File: src/rtl/vga_text_wr_ctrl.sv
// Write-port controller for the 80x60 text buffer: CPU stores take strict
// priority over a hardware fill engine (clear screen / rows / attribute fill).
module vga_text_wr_ctrl #(
    parameter int ROW_WORDS = 40,
    parameter int ROWS      = 60,
    parameter int ADDR_W    = 12
) (
    input  logic              i_clk,
    input  logic              i_rst,
    input  logic [3:0]        i_cpu_we,
    input  logic [ADDR_W-1:0] i_cpu_addr,
    input  logic [31:0]       i_cpu_wdata,
    input  logic              i_fill_start,
    input  logic              i_fill_abort,
    input  logic [31:0]       i_fill_word,
    input  logic [5:0]        i_fill_row,
    input  logic [6:0]        i_fill_nrows,
    output logic [3:0]        o_mem_we,
    output logic [ADDR_W-1:0] o_mem_waddr,
    output logic [31:0]       o_mem_wdata,
    output logic              o_busy,
    output logic              o_fill_done,
    output logic              o_oob_err
);

    // state  | meaning
    // S_IDLE | waiting for a fill start; CPU writes pass through
    // S_FILL | writing the latched word at ptr whenever the CPU is quiet
    // S_DONE | last fill word issued; busy drops, back to idle
    typedef enum logic [1:0] {S_IDLE, S_FILL, S_DONE} state_t;

    localparam logic [ADDR_W-1:0] MEM_WORDS = ADDR_W'(ROWS * ROW_WORDS);

    state_t            state;
    logic [ADDR_W-1:0] ptr;
    logic [ADDR_W-1:0] end_addr;
    logic [31:0]       fill_word;

    logic              cpu_req;
    logic              cpu_oob;
    logic [7:0]        end_row_sum;
    logic [7:0]        end_row;
    logic [ADDR_W-1:0] start_calc;
    logic [ADDR_W-1:0] end_calc;

    // row*40 as (row<<5)+(row<<3); end row clipped to the last text row
    always_comb begin
        cpu_req     = (i_cpu_we != 4'h0);
        cpu_oob     = (i_cpu_addr >= MEM_WORDS);
        end_row_sum = {2'b00, i_fill_row} + {1'b0, i_fill_nrows};
        end_row     = (end_row_sum > 8'(ROWS)) ? 8'(ROWS) : end_row_sum;
        start_calc  = (ADDR_W'(i_fill_row) << 5) + (ADDR_W'(i_fill_row) << 3);
        end_calc    = (ADDR_W'(end_row) << 5) + (ADDR_W'(end_row) << 3);
    end

    always_ff @(posedge i_clk or posedge i_rst) begin
        if (i_rst) begin
            state       <= S_IDLE;
            ptr         <= '0;
            end_addr    <= '0;
            fill_word   <= '0;
            o_mem_we    <= '0;
            o_mem_waddr <= '0;
            o_mem_wdata <= '0;
            o_busy      <= 1'b0;
            o_fill_done <= 1'b0;
            o_oob_err   <= 1'b0;
        end else begin
            o_mem_we    <= '0;
            o_fill_done <= 1'b0;

            if (cpu_req) begin
                if (cpu_oob) begin
                    o_oob_err <= 1'b1;
                end else begin
                    o_mem_we    <= i_cpu_we;
                    o_mem_waddr <= i_cpu_addr;
                    o_mem_wdata <= i_cpu_wdata;
                end
            end

            case (state)
                S_IDLE: begin
                    if (i_fill_start) begin
                        fill_word <= i_fill_word;
                        end_addr  <= end_calc;
                        ptr       <= start_calc;
                        if (start_calc >= end_calc) begin
                            o_fill_done <= 1'b1;
                        end else begin
                            state  <= S_FILL;
                            o_busy <= 1'b1;
                        end
                    end
                end
                S_FILL: begin
                    if (i_fill_abort) begin
                        state  <= S_IDLE;
                        o_busy <= 1'b0;
                    end else if (!cpu_req) begin
                        o_mem_we    <= 4'hF;
                        o_mem_waddr <= ptr;
                        o_mem_wdata <= fill_word;
                        ptr         <= ptr + ADDR_W'(1);
                        if (ptr + ADDR_W'(1) == end_addr) begin
                            state       <= S_DONE;
                            o_fill_done <= 1'b1;
                        end
                    end
                end
                S_DONE: begin
                    state  <= S_IDLE;
                    o_busy <= 1'b0;
                end
                default: begin
                    state  <= S_IDLE;
                    o_busy <= 1'b0;
                end
            endcase
        end
    end

endmodule

File: config.mk
export PLATFORM = sky130hd
export DESIGN_NAME = vga_text_wr_ctrl
export DESIGN_NICKNAME = d
export VERILOG_FILES = /design/src/rtl/vga_text_wr_ctrl.sv
export SDC_FILE = /design/constraint.sdc
export NUM_CORES = 1
export LEC_CHECK = 0
export ABC_AREA = 1
export CAP_MARGIN = 20
export CELL_PAD_IN_SITES_DETAIL_PLACEMENT = 0
export CELL_PAD_IN_SITES_GLOBAL_PLACEMENT = 1
export CORE_ASPECT_RATIO = 1.2
export CORE_MARGIN = 8
export CORE_UTILIZATION = 36
export DETAILED_ROUTE_END_ITERATION = 8
export HOLD_SLACK_MARGIN = 0.05
export PLACE_DENSITY = 0.84
export REMOVE_ABC_BUFFERS = 1
export SETUP_SLACK_MARGIN = 0.1
export SLEW_MARGIN = 20
export SYNTH_ARGS = -nofsm -noshare
export SYNTH_HDL_FRONTEND = slang
export SYNTH_SLANG_ARGS = --single-unit
File: constraint.sdc
create_clock -name i_clk -period 5.7 [get_ports i_clk]
set_input_delay 1.71 -clock i_clk [delete_from_list [all_inputs] [get_ports i_clk]]
set_output_delay 1.71 -clock i_clk [all_outputs]
set_load 0.03 [all_outputs]
---- Word-level counts from Yosys, hierarchy flattened ----
Index checks and enable logic that the tools add are counted.
word-level totals
  bits in registers ....................... 109
  input port bits ......................... 97
  output and inout port bits .............. 51
  word-level logic and storage cells ...... 70
operators by class
  add/sub/neg operators ................... 4
  $lt $le $gt $ge ......................... 3
  equal/unequal tests ..................... 9
  muxes and demuxes ....................... 36
  reductions and logical operators ........ 8
operators by type and width
  operator                 number
  $mux W32                 5
  $mux W12                 8
  $pmux W12 S2             1
  $mux W4                  5
  $add A11 B9 Y12          1
  $add A12 B1 Y12 const B  1
  $add A12 B11 Y12         1
  $eq A12 B12 Y1           1
  $ge A12 B12 Y1           1
  $ge A12 B12 Y1 const B   1
  $mux W2                  5
  $ne A2 B2 Y1 const B     5
  $add A6 B7 Y8            1
  $gt A8 B6 Y1 const B     1
  $mux W1                  8
  $mux W8                  1
  $reduce_and A4 Y1        2
  $ne A3 B3 Y1 const B     2
  $pmux W1 S2              2
  $pmux W2 S2              1
  $reduce_and A2 Y1        2
  $reduce_bool A4 Y1       1
  $reduce_and A3 Y1        1
  $eq A2 B1 Y1 const B     1
  other kinds (2)          2

---- Longest topological paths before layout ----
Gate-level depths: netlist of run 1.
  word-level depth ........................ 8
  mapped depth ............................ 31
  mapped depth without buffers ............ 31

---- Worst setup path after synthesis of run 1 ----
No wires, ideal clock.
  path kind ............................... input port to flip-flop
  from .................................... input i_fill_row[0]
  to ...................................... register o_busy
  setup time .............................. 0.118 ns
  arrival ................................. 4.798 ns
  required time ........................... 5.582 ns
  setup slack ............................. 0.783 ns
  stages on the path ...................... 27
  path buffers ............................ 0
  path through ............................ ha_1 -> inv_1 -> fa_1 -> xor2_1 -> nor2_1 -> nand3_1 -> nor2_1 -> nand2_2 -> nand2_1 -> inv_1 -> nand2_1 -> fa_1 -> a21oi_1 -> inv_1 -> nand2_1 -> nand2_1 -> nand2_1 -> nand2_1 -> nand2_1 -> ha_1 -> a21oi_1 -> o221a_2 -> nand3_1 -> nand2_1 -> nand2_1 -> nand2_1 -> nand2_1
on the way
  longest elaborated chain between the ends .. 7
  elaborated cells between the ends (all ways) .. 8
  those cells by class .................... add/sub: 3; order compare: 2; eq/ne: 1; mux: 1; reduce/logical: 1
RTL lines
  element                                 RTL line  text
  start: declaration                      16        input logic [5:0] i_fill_row,
  $add A6 B7 Y8                           50        end_row_sum = {2'b00, i_fill_row} + {1'b0, i_fill_nrows};
  $gt A8 B6 Y1                            51        end_row = (end_row_sum > 8'(ROWS)) ? 8'(ROWS) : end_row_sum;
  $mux W8                                 51
  $add A12 B11 Y12                        53        end_calc = (ADDR_W'(end_row) << 5) + (ADDR_W'(end_row) << 3);
  $ge A12 B12 Y1 (*)                      88        if (start_calc >= end_calc) begin
  $ne A2 B2 Y1 (no source line) (*)       -
  $reduce_and A3 Y1 (no source line) (*)  -
  end signal: assignment                  65        o_busy <= 1'b0;
  end signal: assignment                  92        o_busy <= 1'b1;
  end signal: assignment                  99        o_busy <= 1'b0;
  end: declaration                        21        output logic o_busy,
Every way passes the cells marked *; elsewhere a longest branch is shown, timed or not.
A chain may end at the register's enable or synchronous reset.

---- Worst setup path in the final report of run 1 ----
Ends and elaborated chain as after synthesis.

==> run_results.csv, run 1 <==
group,metric,value,unit
worst_setup_path,regToRegSetupSlack,3130,ps
placed_design,gp_congestion,0.884,
timing,finalSetupTns,0,ps
worst_setup_path,worstPathMaxFanout,3,
timing,worst_hold_slack,472,ps
grt,antenna_found_initial,1,
synth,yosys_most_used_dff,"dfrtp_1",
routing,routed_wl,17400,µm
timing,rsz0062_at_grt,"false",
synth,synth.most_common_cell,"nand2_1",
synth,synth_xor_area_frac,0.0238,
clock_tree,cts.clk_slew.worst_paths,70,ps
synth,synth_area_leader_cell,"dfrtp_1",
cells_and_area,synthToLayoutAreaGrowth,35.1,%
timing,fin_crit_sh,0.914,
synth,synth_seq_cells,106,
synth,synth_seq_area_share,0.447,
cells_and_area,final_cell_count_no_fill,1122,
floorplanning,die_w,133,µm
power,p_leak,3.84,nW
synth,syn-instance-count,764,
timing,final.setup_skew,9.75,ps
synth,synth_top_family_by_area,"simple AND/OR/NAND/NOR gates",
synth,synthAdderAreaFrac,0.0565,
timing,final-max-slew-violation-count,0,
grt,grt_overflow,0,
grt,grt_max_degree,83,
worst_setup_path,r2r_start,"state[1]",
synth,netlist.area_leader.share,0.447,
timing,worst_pin_slew,901,ps
grt,grt.total_usage,0.166,
clock_tree,cts.htree.levels,3,
worst_setup_path,critPathMaxStageDelay,530,ps
run_status,outcome,"finished clean",
synth,synth_area_leaders,"dfrtp_1, nand2_1, nand3_1, a31oi_1, ha_1",
worst_setup_path,timing.rr.end,"o_mem_wdata[4]",
cells_and_area,final_nets,1027,
cells_and_area,num_antenna_cells,0,
worst_setup_path,slowest_stage,"fa_2",
routing,vias_per_cell,4.87,
synth,ys_warn_count,0,
clock_tree,cts-root-buf,"clkbuf_16",
worst_setup_path,required,5980,ps
worst_hold_path,hold_path_class,"reg -> reg",
routing,dr.pass1.iters,4,
worst_setup_path,startpoint,"i_fill_row[0]",
floorplanning,start_util,0.366,
worst_setup_path,start_kind,"input pin",
clock_tree,cts_made_buffers,9,
synth,synthSimpleGateAreaFrac,0.309,
grt,grt_pass1_vias,5476,
floorplanning,io_pins,148,
routing,drtIter0Drc,367,
timing,worst_slack,492,ps
clock_tree,clockBufferDepth,2,
synth,synth_common_cells,"nand2_1, dfrtp_1, nand3_1, nor2_1, inv_1",
worst_setup_path,cp.arrival,5490,ps
grt,grt_pass1_wl,28200,µm
clock_tree,cts_sinks,106,
timing,finalSetupViolCount,0,
cells_and_area,fin_util,0.495,
timing,slew_headroom,0.397,
floorplanning,row_count,51,
placed_design,place.port_buffers,147,
routing,ant_nets,0,
floorplanning,die_h,157,µm
timing,min_period,5210,ps
floorplanning,core_area,16200,µm²
worst_setup_path,end_kind,"flop",
synth,synth.area.mux_share,0,
floorplanning,die_area,20900,µm²
worst_setup_path,crit_end,"o_busy",
placed_design,preCtsSetupSlack,55.2,ps
routing,wl_per_cell,15.5,µm
power,p_per_area,367,nW/µm²
flow_run,cap_violations,0,
routing,route.detailed.drc,0,
clock_tree,clock_latency,350,ps
placed_design,dp.cells,1105,
power,ir_drop,163,µV
clock_tree,ctsHoldBuffers,0,
worst_setup_path,worst_path_most_repeated_cell,"nand2_1",
worst_setup_path,critPathKind,"in -> reg",
synth,synthArstFlopShare,1.00,
timing,hold_viol,0,
placed_design,dp_hpwl,12600,µm
synth,postSynthAreaPerCell,7.77,µm²
cells_and_area,drive_gt1_frac,0.0857,
worst_setup_path,ff2ff_path_depth,7,
synth,synth-compound-area-share,0.101,
synth,synth_area,5940,µm²
synth,synth_edf_count,0,
routing,vias,5460,
clock_tree,cts_tree,"yes",
synth,ys_types,44,
timing,fmax,0.192,GHz
-- cell type report --
class,count,area (µm²)
flip-flops and latches,106,2650
multi-input cells,566,2970
clock buffers,10,239
clock inverters,6,71.3
fillers,1581,8180
inverters,58,223
repair buffers,164,1600
well taps,212,265
-- placed cells by master, fill, tap and decap left out, types with 3 or more instances in the layout --
master           synthesis  layout
dfrtp_1                106     106
o22ai_1                  4       4
buf_4                    5      17
nand3b_1                 3       3
inv_2                    6       6
nand2_1                247     241
a31oi_1                 45      45
clkbuf_16                0       9
nand2_2                  5      10
nand4_1                  4       4
ha_1                    22      19
inv_6                    0       3
nor2_1                  72      72
o21ai_1                  5       5
nand3_1                 74      74
o21ai_0                 16      16
or2_2                    4       4
o211ai_1                 3       3
o21bai_1                 3       3
nor2_4                   3       3
xor2_1                  11      11
clkdlybuf4s50_1          0     146
a21oi_1                 17      16
nor2_2                   3       3
inv_1                   51      50
-- cell families (layout without fill, tap and decap cells) --
| kind of cell | Yosys count | count (layout) |
|---|---|---|
| compound gates | 99 | 99 |
| simple gates | 427 | 427 |
| buf+inv | 92 | 238 |
| other cells | 1 | 1 |
| fa+ha+maj | 25 | 25 |
| xor+xnor | 14 | 14 |
| flops | 106 | 106 |
-- power breakdown --
group | switching, mW | total (mW) | internal, mW
logic | 0.685 | 1.15 | 0.467
registers | 0.158 | 1.14 | 0.985
clock network | 0.291 | 0.650 | 0.359
-- critical path: cells and delay by family --
family,cells,cell delay (ps)
simple gates,18,1420
fa+ha+maj,4,1400
compound gates,2,230
buf+inv,5,740
-- timing repair --
item	in CTS	in global routing
setup endpoints to repair	0	4
gates resized for setup	0	13
setup buffers	0	1
-- per-stage QoR --
stage	total power, mW	area [µm²]
2_1_floorplan	1.88	5780
3_3_place_gp	2.27	7650
3_5_place_dp	2.30	7650
4_1_cts	2.96	7960
5_1_grt	3.18	8030
6_report	2.94	8030
-- metal layers --
layer	GRT usage	wire length [µm]
met3	0.0401	1070
met2	0.277	8170
met1	0.210	7830
met4	0.0450	257
met5	0	12
-- worst min-delay path by stage --
| stage | start | end | slack [ps] | cells after the start |
|---|---|---|---|---|
| 2_1_floorplan | fill_word[0] | fill_word[0] | 450 | 2 |
| 4_1_cts | o_oob_err | o_oob_err | 480 | 1 |
| 3_5_place_dp | o_oob_err | o_oob_err | 460 | 1 |
| 3_3_place_gp | fill_word[8] | fill_word[8] | 460 | 2 |
| 6_report | o_oob_err | o_oob_err | 470 | 1 |
| 5_1_grt | o_oob_err | o_oob_err | 490 | 1 |
-- registers in the layout, summed over array words and instances, names as in the netlist --
| register | count |
|---|---|
| state | 2 |
| o_oob_err | 1 |
| ptr | 12 |
| o_fill_done | 1 |
| fill_word | 32 |
| end_addr | 9 |
| o_mem_wdata | 32 |
| o_mem_waddr | 12 |
| o_mem_we | 4 |
| o_busy | 1 |
Power figures use the tool's default switching activity.
==> inputs of run 2 (changes only) <==
==> constraint.sdc (replaced) <==
create_clock -name i_clk -period 4.9 [get_ports i_clk]
set_input_delay 1.47 -clock i_clk [delete_from_list [all_inputs] [get_ports i_clk]]
set_output_delay 1.47 -clock i_clk [all_outputs]
set_load 0.03 [all_outputs]
==> run_results.csv, run 2 (synthesized netlist as in run 1, its figures left out) <==
group,metric,value,unit
clock_tree,cts_sinks,106,
timing,fin_crit_sh,0.935,
timing,fmax,0.218,GHz
cells_and_area,mostFrequentLayoutCell,"nand2_1",
worst_setup_path,required,5140,ps
worst_hold_path,hold_path_class,"reg -> reg",
floorplanning,core_area,16200,µm²
timing,final.setup_skew,4.08,ps
timing,slew_headroom,0.368,
power,p_leak,4.05,nW
grt,antenna_found_initial,0,
clock_tree,cts.htree.levels,3,
cells_and_area,mostFrequentLayoutCells,"nand2_1, clkdlybuf4s50_1, dfrtp_1",
worst_setup_path,cp.arrival,4830,ps
worst_setup_path,critPathKind,"in -> reg",
worst_setup_path,start_kind,"input pin",
power,power_switching_share,0.370,
routing,dr.pass1.iters,4,
power,share_comb_of_total_power,0.405,
clock_tree,cts_tree,"yes",
grt,grt_max_degree,93,
flow_run,cap_violations,0,
worst_setup_path,end_kind,"flop",
routing,vias_per_cell,4.93,
grt,grt_pass1_vias,5668,
placed_design,dp_hpwl,13000,µm
clock_tree,clockBufferDepth,2,
power,pwr-share-seq,0.371,
floorplanning,die_area,20900,µm²
timing,final-max-slew-violation-count,0,
placed_design,place.port_buffers,147,
cells_and_area,final_cell_count_no_fill,1146,
cells_and_area,reg.largest.list,"fill_word x32, o_mem_wdata x32",
power,p_per_area,425,nW/µm²
grt,grt.total_usage,0.172,
timing,min_period,4580,ps
cells_and_area,final_nets,1053,
floorplanning,die_w,133,µm
grt,grt_overflow,0,
routing,vias,5654,
placed_design,gp_congestion,0.860,
clock_tree,cts.clk_slew.worst_paths,70,ps
floorplanning,row_count,51,
routing,ant_nets,0,
routing,wl_per_cell,15.6,µm
power,ir_drop,171,µV
routing,drtIter0Drc,375,
timing,worst_pin_slew,948,ps
placed_design,dp.cells,1128,
cells_and_area,drive_gt1_frac,0.138,
timing,rsz0062_at_grt,"false",
timing,finalSetupViolCount,0,
cells_and_area,num_antenna_cells,0,
power,fin_total_pwr,3.58,mW
floorplanning,die_h,157,µm
routing,route.detailed.drc,0,
power,intPower,2.25,mW
clock_tree,cts_made_buffers,9,
clock_tree,ctsHoldBuffers,0,
power,p_clk_frac,0.224,
cells_and_area,synthToLayoutAreaGrowth,41.6,%
floorplanning,start_util,0.366,
clock_tree,clock_latency,340,ps
timing,hold_viol,0,
routing,routed_wl,17900,µm
floorplanning,io_pins,148,
run_status,outcome,"finished clean",
power,switchingPower,1.32,mW
grt,grt_pass1_wl,29200,µm
worst_setup_path,worstPathMaxFanout,3,
clock_tree,cts-root-buf,"clkbuf_16",
run 2: through the flow:
stage | utilization | setup slack [ps] | setup TNS [ps] | hold WS (ps) | cell area (µm²)
floorplan | - | 223 | 0 | 450 | 5780
global placement | 0.483 | -436 | -1540 | 463 | 7830
detailed placement | 0.483 | -528 | -1880 | 465 | 7830
CTS | 0.509 | 135 | 0 | 484 | 8260
global route | 0.519 | 105 | 0 | 502 | 8410
finish | 0.519 | 317 | 0 | 481 | 8410
run 2: power groups by stage:
stage          Sequential [mW]  Clock, mW  Combinational (mW)
2_1_floorplan             1.42          0               0.765
3_3_place_gp              1.33          0                1.35
3_5_place_dp              1.34          0                1.37
4_1_cts                   1.33      0.822                1.42
5_1_grt                   1.36      0.858                1.64
6_report                  1.33      0.802                1.45
run 2: critical path, cell delays in order:
cell	delay [ps]
clkdlybuf4s50_1	430
ha_1	320
inv_1	40
nand2_1	120
nand2_2	70
nand2_2	60
nand3_1	90
nor2_2	140
nand2_4	80
nand2_4	100
nor2_4	50
fa_2	400
buf_4	150
xnor2_2	130
ha_1	320
nand2_2	90
o21a_1	200
o221a_2	270
nand3_1	80
nand2_1	70
nand3_1	90
inv_1	40
run 2: final cells by class:
| cell class | count | area [µm²] |
|---|---|---|
| Tap cell | 212 | 265 |
| Clock buffer | 11 | 233 |
| Timing Repair Buffer | 190 | 1800 |
| Clock inverter | 3 | 90.1 |
| Inverter | 58 | 230 |
| Multi-Input combinational cell | 566 | 3140 |
| Sequential cell | 106 | 2650 |
| Fill cell | 1587 | 7800 |
run 2: final timing paths:
check,slack [ps],start,depth (start not counted),end
min in group asynchronous,1650,i_rst,2,o_mem_wdata[6]
min,480,fill_word[30],2,fill_word[30]
max in group asynchronous,2550,i_rst,3,ptr[4]
max reg2reg,2370,state[1],6,o_mem_wdata[8]
min reg2reg,480,fill_word[30],2,fill_word[30]
max,320,i_fill_row[3],22,state[1]
run 2: metal layers:
metal / up-vias / part of all wire / global-route usage
li1: 2832 / - / -
met1: 2625 / 0.43 / 0.213
met2: 169 / 0.48 / 0.287
met3: 28 / 0.068 / 0.0398
met4: 0 / 0.023 / 0.0616
met5: - / 0 / 0
run 2: repair_timing:
action | 4_1_cts | 5_1_grt
setup endpoints to repair | 4 | 4
pin swaps | 12 | 22
gates resized for setup | 26 | 34
endpoints found under the hold margin | 0 | 0
cloned | 0 | 0
buffers inserted | 1 | 3
==> patch (settings of run 1) <==
Register the input `i_fill_word` before use, without a reset. The logic sees it one clock later. The other inputs are not delayed to match.
--- a/src/rtl/vga_text_wr_ctrl.sv
+++ b/src/rtl/vga_text_wr_ctrl.sv
@@ -32,2 +32,8 @@
     localparam logic [ADDR_W-1:0] MEM_WORDS = ADDR_W'(ROWS * ROW_WORDS);
+
+    logic [31:0] i_fill_word_q;
+
+    always_ff @(posedge i_clk) begin
+        i_fill_word_q <= i_fill_word;
+    end
 
@@ -84,3 +90,3 @@
                     if (i_fill_start) begin
-                        fill_word <= i_fill_word;
+                        fill_word <= i_fill_word_q;
                         end_addr  <= end_calc;
Behaviour: not the same (a bounded check fails within 4 cycles, from zero or initial values and one cycle with i_rst high).
==> patch against run 1 <==
- design area is 11% higher
- synthesized area is 10% higher
- via count is 4.0% higher
- die area is 9.0% higher
- sequential power is 18% higher
- sequential cell count is 32 higher
- power is 21% higher
- worst setup slack better by 73 ps
- wire length is 3.1% higher
- largest power group is now sequential cells
==> patch: results <==
metrics = {
    "run_status": {
        "outcome": "complete, no violations",
    },
    "logic_synthesis": {
        "synth_fa_ha_area_share_pct": 5.124,
        "yosysSeqAreaShare_pct": 50.33,
        "syn_avg_cell_area_um2": 8.294,
        "synth_area_leaders": "dfrtp_1 41%, nand2_1 13%, dfxtp_1 9.8%, nand3_1 4.8%, ha_1 4.2%",
    },
    "grt": {
        "grt_pass1_vias": 5832,
        "grt_util_met2_pct": 28.60,
        "grt_pass1_wl_um": 29860,
    },
    "detailed_routing": {
        "drt_iter0_drc": 255,
        "dr_wl_met2_um": 8811,
        "highest_layer": "met4",
    },
    "final_layout": {
        "nFillCells": 1737,
        "drive_gt1_share_pct": 10.68,
    },
    "clocking": {
        "htree_levels": 4,
    },
    "sta": {
        "relSlewSlack_pct": 47.65,
        "skew_ps": 8.151,
        "max_freq_mhz": 194.7,
    },
    "worst_setup_path": {
        "ff2ff_path_depth": 10,
        "crit_arrival_ps": 5430,
        "timing.rr.end": "o_mem_wdata[21]",
        "cpMaxStageDelayCell": "clkdlybuf4s50_1",
    },
    "power": {
        "seqPwrFrac_pct": 38.0,
        "power_leakage_nw": 4.233,
        "p_total_mw": 3.554,
        "powerDensity_nw_per_um2": 397.8,
        "peakVddDrop_v": 0.0002169,
        "internal_power_mw": 2.298,
    },
    "place": {
        "dp_cells": 1146,
        "dpl_cell_area_um2": 8294,
        "place_congestion": 0.8118,
    },
}
[patch: cell types whose count changed in the layout (fill, tap and decap cells not counted), moves of 12 or more]
cell / change
nand2_1: -15
dfxtp_1: +32
inv_1: +12
nor2_1: -14
a21oi_1: +12
nand3_1: -12
a31oi_1: -12
[patch: worst min path at each step]
stage	startpoint	endpoint	slack, ps
final	i_fill_word_q[4]	fill_word[4]	410
after global routing	i_fill_word_q[23]	fill_word[23]	430
after CTS	i_fill_word_q[14]	fill_word[14]	420
after detailed placement	i_fill_word_q[23]	fill_word[23]	410
after global placement	i_fill_word_q[5]	fill_word[5]	410
after floorplan	i_fill_word_q[0]	fill_word[0]	400
[patch: repair_timing]
action,CTS,global route
endpoints found under the setup margin,0,3
hold buffers,0,0
setup buffers,0,1
gates resized for setup,0,13
[patch: final cells by class]
cell class	count	area share, %
multi-input cells	544	32.32
inverters	76	3.221
repair buffers	165	17.98
clock buffers	18	4.916
well taps	224	3.137
flip-flops and latches	138	36.86
clock inverters	14	1.555
